==> config.mk <==
export PLATFORM = sky130hd
export DESIGN_NAME = instruction_encoder
export DESIGN_NICKNAME = d
export VERILOG_FILES = /design/src/rtl/instruction_encoder_pkg.sv /design/src/rtl/instruction_encoder_packer.sv /design/src/rtl/instruction_encoder.sv
export VERILOG_INCLUDE_DIRS = /design/src /design/src/rtl
export SDC_FILE = /design/constraint.sdc
export NUM_CORES = 1
export LEC_CHECK = 0
export CORE_MARGIN = 5
export CORE_UTILIZATION = 45
export CTS_BUF_LIST = sky130_fd_sc_hd__clkbuf_16
export DETAILED_ROUTE_END_ITERATION = 16
export PLACE_DENSITY_LB_ADDON = 0.1
export SYNTH_ARGS = -nofsm -noshare
export SYNTH_HDL_FRONTEND = slang
export SYNTH_SLANG_ARGS = --single-unit
==> constraint.sdc <==
create_clock -name clk -period 4.4 [get_ports clk]
set_input_delay 0.88 -clock clk [delete_from_list [all_inputs] [get_ports clk]]
set_output_delay 0.88 -clock clk [all_outputs]
set_load 0.02 [all_outputs]
==> src/rtl/opcodes.v <==
// rtl/opcodes.v - shared instruction word width and format encodings
`ifndef OPCODES_V
`define OPCODES_V
`define WORD_SIZE    16
`define FMT_R        2'd0
`define FMT_I_SIGNED 2'd1
`define FMT_I_ZERO   2'd2
`define FMT_J        2'd3
`endif

==> src/rtl/instruction_encoder_pkg.sv <==
// rtl/instruction_encoder_pkg.sv - shared types for the instruction encoder
`include "opcodes.v"

package instruction_encoder_pkg;

    localparam int WORD_W = `WORD_SIZE;

    typedef enum logic [1:0] {
        FMT_R_E        = `FMT_R,
        FMT_I_SIGNED_E = `FMT_I_SIGNED,
        FMT_I_ZERO_E   = `FMT_I_ZERO,
        FMT_J_E        = `FMT_J
    } fmt_e;

    typedef struct packed {
        logic [WORD_W-1:0] instr;
        logic              range_err;
    } fifo_entry_t;

endpackage

==> src/rtl/instruction_encoder_packer.sv <==
// rtl/instruction_encoder_packer.sv - combinational field packing and range check
`include "opcodes.v"

module instr_packer
    import instruction_encoder_pkg::*;
(
    input  logic [1:0]        fmt,
    input  logic [3:0]        opcode,
    input  logic [1:0]        rs,
    input  logic [1:0]        rt,
    input  logic [1:0]        rd,
    input  logic [5:0]        func,
    input  logic [WORD_W-1:0] value,
    output fifo_entry_t       entry
);

    always_comb begin
        entry = '0;
        case (fmt_e'(fmt))
            FMT_R_E: begin
                entry.instr = {opcode, rs, rt, rd, func};
            end
            FMT_I_SIGNED_E: begin
                entry.instr     = {opcode, rs, rt, value[7:0]};
                // Sign-extending the low byte must reproduce the full value.
                entry.range_err = !((value[15:7] == '0) || (&value[15:7]));
            end
            FMT_I_ZERO_E: begin
                entry.instr     = {opcode, rs, rt, value[7:0]};
                entry.range_err = (value[15:8] != '0);
            end
            default: begin
                entry.instr     = {opcode, value[11:0]};
                entry.range_err = (value[15:12] != '0);
            end
        endcase
    end

endmodule

==> src/rtl/instruction_encoder.sv <==
// rtl/instruction_encoder.sv - encodes field bundles into a 2-entry output FIFO
`include "opcodes.v"

module instruction_encoder
    import instruction_encoder_pkg::*;
#(
    parameter int ERR_CNT_W = 8
) (
    input  logic                 clk,
    input  logic                 reset_n,
    input  logic                 in_valid,
    output logic                 in_ready,
    input  logic [1:0]           fmt,
    input  logic [3:0]           opcode,
    input  logic [1:0]           rs,
    input  logic [1:0]           rt,
    input  logic [1:0]           rd,
    input  logic [5:0]           func,
    input  logic [`WORD_SIZE-1:0] value,
    input  logic                 flush,
    output logic                 out_valid,
    input  logic                 out_ready,
    output logic [`WORD_SIZE-1:0] instr,
    output logic                 range_err,
    output logic [ERR_CNT_W-1:0] err_count
);

    fifo_entry_t          packed_entry;
    fifo_entry_t          mem_q [2];
    fifo_entry_t          mem_d [2];
    logic                 wr_ptr_q, wr_ptr_d;
    logic                 rd_ptr_q, rd_ptr_d;
    logic [1:0]           count_q, count_d;
    logic [ERR_CNT_W-1:0] err_count_q, err_count_d;
    logic                 push, pop;

    instr_packer u_packer (
        .fmt    (fmt),
        .opcode (opcode),
        .rs     (rs),
        .rt     (rt),
        .rd     (rd),
        .func   (func),
        .value  (value),
        .entry  (packed_entry)
    );

    assign in_ready  = (count_q < 2'd2);
    assign out_valid = (count_q != 2'd0);
    assign instr     = mem_q[rd_ptr_q].instr;
    assign range_err = mem_q[rd_ptr_q].range_err;
    assign err_count = err_count_q;

    assign push = in_valid && in_ready;
    assign pop  = out_valid && out_ready;

    always_comb begin
        mem_d       = mem_q;
        wr_ptr_d    = wr_ptr_q;
        rd_ptr_d    = rd_ptr_q;
        count_d     = count_q;
        err_count_d = err_count_q;

        if (flush) begin
            count_d  = 2'd0;
            wr_ptr_d = 1'b0;
            rd_ptr_d = 1'b0;
        end else begin
            if (push) begin
                mem_d[wr_ptr_q] = packed_entry;
                wr_ptr_d        = ~wr_ptr_q;
            end
            if (pop) begin
                rd_ptr_d = ~rd_ptr_q;
            end
            count_d = count_q + 2'(push) - 2'(pop);
        end

        // A bundle accepted in the same cycle as a flush is still counted.
        if (push && packed_entry.range_err && !(&err_count_q)) begin
            err_count_d = err_count_q + 1'b1;
        end
    end

    always_ff @(posedge clk or negedge reset_n) begin
        if (!reset_n) begin
            mem_q[0]    <= '0;
            mem_q[1]    <= '0;
            wr_ptr_q    <= 1'b0;
            rd_ptr_q    <= 1'b0;
            count_q     <= 2'd0;
            err_count_q <= '0;
        end else begin
            mem_q       <= mem_d;
            wr_ptr_q    <= wr_ptr_d;
            rd_ptr_q    <= rd_ptr_d;
            count_q     <= count_d;
            err_count_q <= err_count_d;
        end
    end

endmodule
After elaboration in Yosys (flattened, before gate mapping)
Index checks and enable logic that the tools add are counted.
{"block": "op_classes", "n_reduce_logical": 19, "order_cmp": 4, "n_mux": 13, "n_bitwise": 5, "eq_ne": 2, "n_addsub": 3}
{"op": "two-way mux 17 bit", "count": 4}
{"op": "bitwise mux 34 bit", "count": 1}
{"op": "case mux 12 bit (2 select lines)", "count": 1}
{"op": "demux 17 bit (select 1 bit)", "count": 1}
{"op": "zero test 9 bit", "count": 1}
{"op": "AND reduction 9 bit", "count": 1}
{"op": "adder 8 x 1 -> 8 bit (second input constant)", "count": 1}
{"op": "AND reduction 8 bit", "count": 1}
{"op": "nonzero test 8 bit", "count": 1}
{"op": "nonzero test 2 bit", "count": 3}
{"op": "logical AND 1 bit", "count": 5}
{"op": "greater-or-equal comparator 2 bit (second input constant)", "count": 2}
{"op": "two-way mux 1 bit", "count": 4}
{"op": "NOT 1 -> 2 bit", "count": 2}
{"op": "nonzero test 4 bit", "count": 1}
{"op": "NOT 1 bit", "count": 3}
{"op": "case mux 1 bit (3 select lines)", "count": 1}
{"op": "adder 2 x 1 -> 2 bit", "count": 1}
{"op": "equality test 2 x 1 -> 1 bit (second input constant)", "count": 1}
{"op": "equality test 2 bit (second input constant)", "count": 1}
{"op": "zero test 1 bit", "count": 2}
{"op": "zero test 2 bit", "count": 1}
{"op": "less-than comparator 2 x 1 -> 1 bit (second input constant)", "count": 1}
{"op": "less-than comparator 2 bit (second input constant)", "count": 1}
{"op": "5 further kinds", "count": 5}
{"block": "word_totals", "ff_bits": 46, "elab_cells": 54, "inputBits": 39}

Depth between registers and ports, before layout
{"block": "depth", "depth_word": 6, "depth_mapped": 7}

By module
A second synthesis with hierarchy kept.
{"block": "unflattened", "cells_unflattened": 190, "area_unflattened_um2": 2398.6}
{"module": "instruction_encoder", "instances": 1, "seq_area_each_um2": 1151.1, "cells_per_inst": 145, "area_each_um2": 2082.0}
{"module": "instr_packer", "instances": 1, "seq_area_each_um2": 0.0, "cells_per_inst": 45, "area_each_um2": 316.6}

Worst setup path before layout
OpenSTA, ideal clock, no wires.
{"block": "synth_path", "path_kind": "input to register", "startpoint": "input port fmt[0]", "endpoint": "register err_count_q[6] (netlist: err_count[6])", "setup_time_ps": 128, "stages": 5, "setup_slack_ps": 2123, "required_ps": 4272, "t_arrival_ps": 2149, "cell_sequence": "ha_1 -> o32a_1 -> buf_6 -> nor4_2 -> mux2_1"}
{"block": "synth_via", "elab_chain_cells": 4, "elab_cells_between_ends": 6}
{"item": "start: declaration", "line": "instruction_encoder.sv:13", "rtl": "input logic [1:0] fmt,"}
{"item": "equality test 2 bit (tied with other cells)", "line": "instruction_encoder_packer.sv:19", "rtl": "case (fmt_e'(fmt))"}
{"item": "case mux 1 bit (3 select lines) *", "line": "instruction_encoder_packer.sv:19"}
{"item": "logical AND 1 bit * (2 in series)", "line": "instruction_encoder.sv:80", "rtl": "if (push && packed_entry.range_err && !(&err_count_q)) begin"}
{"item": "end signal: assignment", "line": "instruction_encoder.sv:98", "rtl": "err_count_q <= err_count_d;"}
{"item": "end: declaration", "line": "instruction_encoder.sv:34", "rtl": "logic [ERR_CNT_W-1:0] err_count_q, err_count_d;"}
Every way passes the cells marked *; elsewhere a longest branch is shown, timed or not.
A chain may end at the register's enable or synchronous reset.

Final worst setup path
{"block": "layout_path", "startpoint": "register rd_ptr_q", "endpoint": "output port range_err"}
{"block": "layout_via", "elab_chain_cells": 4}
{"item": "start: declaration", "line": "instruction_encoder.sv:32", "rtl": "logic rd_ptr_q, rd_ptr_d;"}
{"item": "start signal: assignment", "line": "instruction_encoder.sv:96", "rtl": "rd_ptr_q <= rd_ptr_d;"}
{"item": "NOT 1 -> 2 bit (not written as such)", "line": "instruction_encoder.sv:51", "rtl": "assign range_err = mem_q[rd_ptr_q].range_err;"}
{"item": "two-way mux 17 bit (not written as such) (3 in series)", "line": "instruction_encoder.sv:51"}
{"item": "end: declaration", "line": "instruction_encoder.sv:24", "rtl": "output logic range_err,"}
No other way between the ends. The select of a mux whose other input is x is not followed.

==> qor.csv <==
metric,value,unit
outcome,completed,
period_needed,3.010,ns
period_share,68.41,%
clock_latency,0.28,ns
grt_setup_unrepaired,no,
grt_usage,17.25,%
max_freq,332.2,MHz
ys_warn_count,0,
ys_ff_latch,46,
grt_pass1_vias,1861,
drtAntennaViolNets,0,
antenna_cells,0,
drc_errors,0,
synthAdderAreaFrac,3.874,%
place_ws,1.395,ns
yosys-top-cells-count,"dfrtp_1 (46), nor2_1 (32), a21oi_1 (30)",
arrival,2.13,ns
io_pins,66,
antenna_found_initial,0,
gp_congestion,0.7348,
die-area,0.006542,mm2
cp_data_required_time,3.52,ns
root_buffer,clkbuf_16,
crit_fanout,18,
fin_nets,319,
fill_cells,426,
synth.avg_cell_area,10.72,um2
tightest_slew,1.004,ns
synth_area,0.002261,mm2
slew_headroom,32.71,%
cts_setup_buffers,0,
ir_drop,0.0004288,V
row_count,25,
numPortBuffers,65,
synth_nets,257,
hold_viol_final,0,
worstSetupStartpointType,flop,
fp.dieW,80.88,um
synth-xor-area-share,3.874,%
synth_seq_area_share,50.91,%
vias,1751,
drv_slew,0,
drv_cap,0,
synthArstFlopShare,100.0,%
die_h,80.88,um
synth_edf_count,0,
synth.distinct_cells,30,
drive_gt1_share,14.29,%
hold_buffers,0,
synthToLayoutAreaGrowth,37.85,%
drt_iter0_drc,88,
clock_path_buffers,2,
grt_max_degree,47,
min-delay-path-class,flop to flop,
dr.pass1.iters,4,
dp_hpwl,3547,um
synth-compound-area-share,10.74,%
overflow,0,
cts_tree,done,
syn_inst,211,
synth_top_family_by_area,simple AND/OR/NAND/NOR gates,
yosys-top-cells-area,"dfrtp_1 (51%), mux2_2 (12%), a21oi_1 (6.6%), nor2_1 (5.3%), ha_1 (3.9%)",
clock_skew,0.005133,ns
numCtsBuffers,5,
setup_ws,1.390,ns
synth_top_area_share,50.91,%
path_clk_slew,0.06,ns
stdcell_count,340,
totalWireLength,4963,um
grt_first_pass_wirelength,8825,um
whs_path_depth,1,
power.leakage,1.292,nW
synthSimpleGateAreaFrac,13.72,%
core_region_area,0.004786,mm2
viasPerCell,5.150,
setup_viol,0,
initial_utilization,47.24,%
numClockSinks,46,
reg2regPathDepth,6,
yosysMostFrequentCell,dfrtp_1,
ctsResizeCount,0,
wl_per_cell,14.60,um
dp_cells,333,
cp-end-kind,primary output,
yosysTopAreaCell,dfrtp_1,
ys.flop_type,dfrtp_1,
synthMuxAreaShare,13.45,%
path_class,flop to primary output,
tns,0,ns
p_per_area,686.7,mW/mm2
htreeDepth,2,
cell type report:
type                            instances  area (um2)  area share [%]
Tap cell                               67       83.83           2.690
Inverter                                5       18.77          0.6022
Timing Repair Buffer                   67       660.6           21.20
Clock inverter                          2       33.78           1.084
Sequential cell                        46        1151           36.93
Clock buffer                            5       125.1           4.014
Multi-Input combinational cell        148        1044           33.48
worst paths after layout:
| path | startpoint | to | slack [ns] |
|---|---|---|---|
| max | rd_ptr_q | range_err | 1.39 |
| max reg2reg | count_q[1] | mem_q[26] | 2.30 |
| max in group asynchronous | reset_n | mem_q[0] | 3.03 |
| min reg2reg | mem_q[15] | mem_q[15] | 0.50 |
| min | mem_q[15] | mem_q[15] | 0.50 |
| min in group asynchronous | reset_n | mem_q[8] | 0.77 |
cells by family after synthesis:
logic type / Yosys count
AND/OR/NAND/NOR: 62
flip-flops: 46
AO/OA/AOI/OAI: 42
multiplexers: 27
buffers and inverters: 17
XOR/XNOR: 10
adder cells (fa/ha/maj): 7
metrics by stage:
stage	hold slack (ns)	total power [mW]	cell area (um2)	util, %
after floorplan	0.4749	1.331	2261	-
after global placement	0.4845	1.731	2958	61.80
after detailed placement	0.4920	1.746	2958	61.80
after CTS	0.5071	2.167	3117	65.12
after global routing	0.5266	2.302	3117	65.12
final	0.5035	2.140	3117	65.12
routing by layer:
metal | vias to the layer above | GRT usage, % | routed length, um
met5 | - | 0 | 0
li1 | 865 | - | -
met4 | 0 | 4.561 | 23
met1 | 846 | 24.20 | 2318
met3 | 2 | 3.548 | 248
met2 | 38 | 27.26 | 2373
cells in the final DEF (no fill, tap or decap), types with 7 or more instances in the layout:
cell type / netlist / routed
xor2_1: 8 / 8
clkdlybuf4s50_1: 0 / 64
a21oi_1: 30 / 30
dfrtp_1: 46 / 46
nor2_1: 32 / 32
mux2_2: 25 / 25
ha_1: 7 / 7
a22oi_1: 8 / 8
state kept, by name (all words and copies together) (netlist names):
signal / cells
mem_q: 34
err_count: 8
count_q: 2
rd_ptr_q: 1
wr_ptr_q: 1
power by group:
part / switching, mW / internal, mW
combinational: 0.452 / 0.519
clock: 0.144 / 0.263
sequential: 0.142 / 0.620
worst max-delay path: stages (launching register included):
cell	delay, ns
dfrtp_1	0.88
mux2_2	0.43
clkdlybuf4s50_1	0.54
Power figures use the tool's default switching activity.
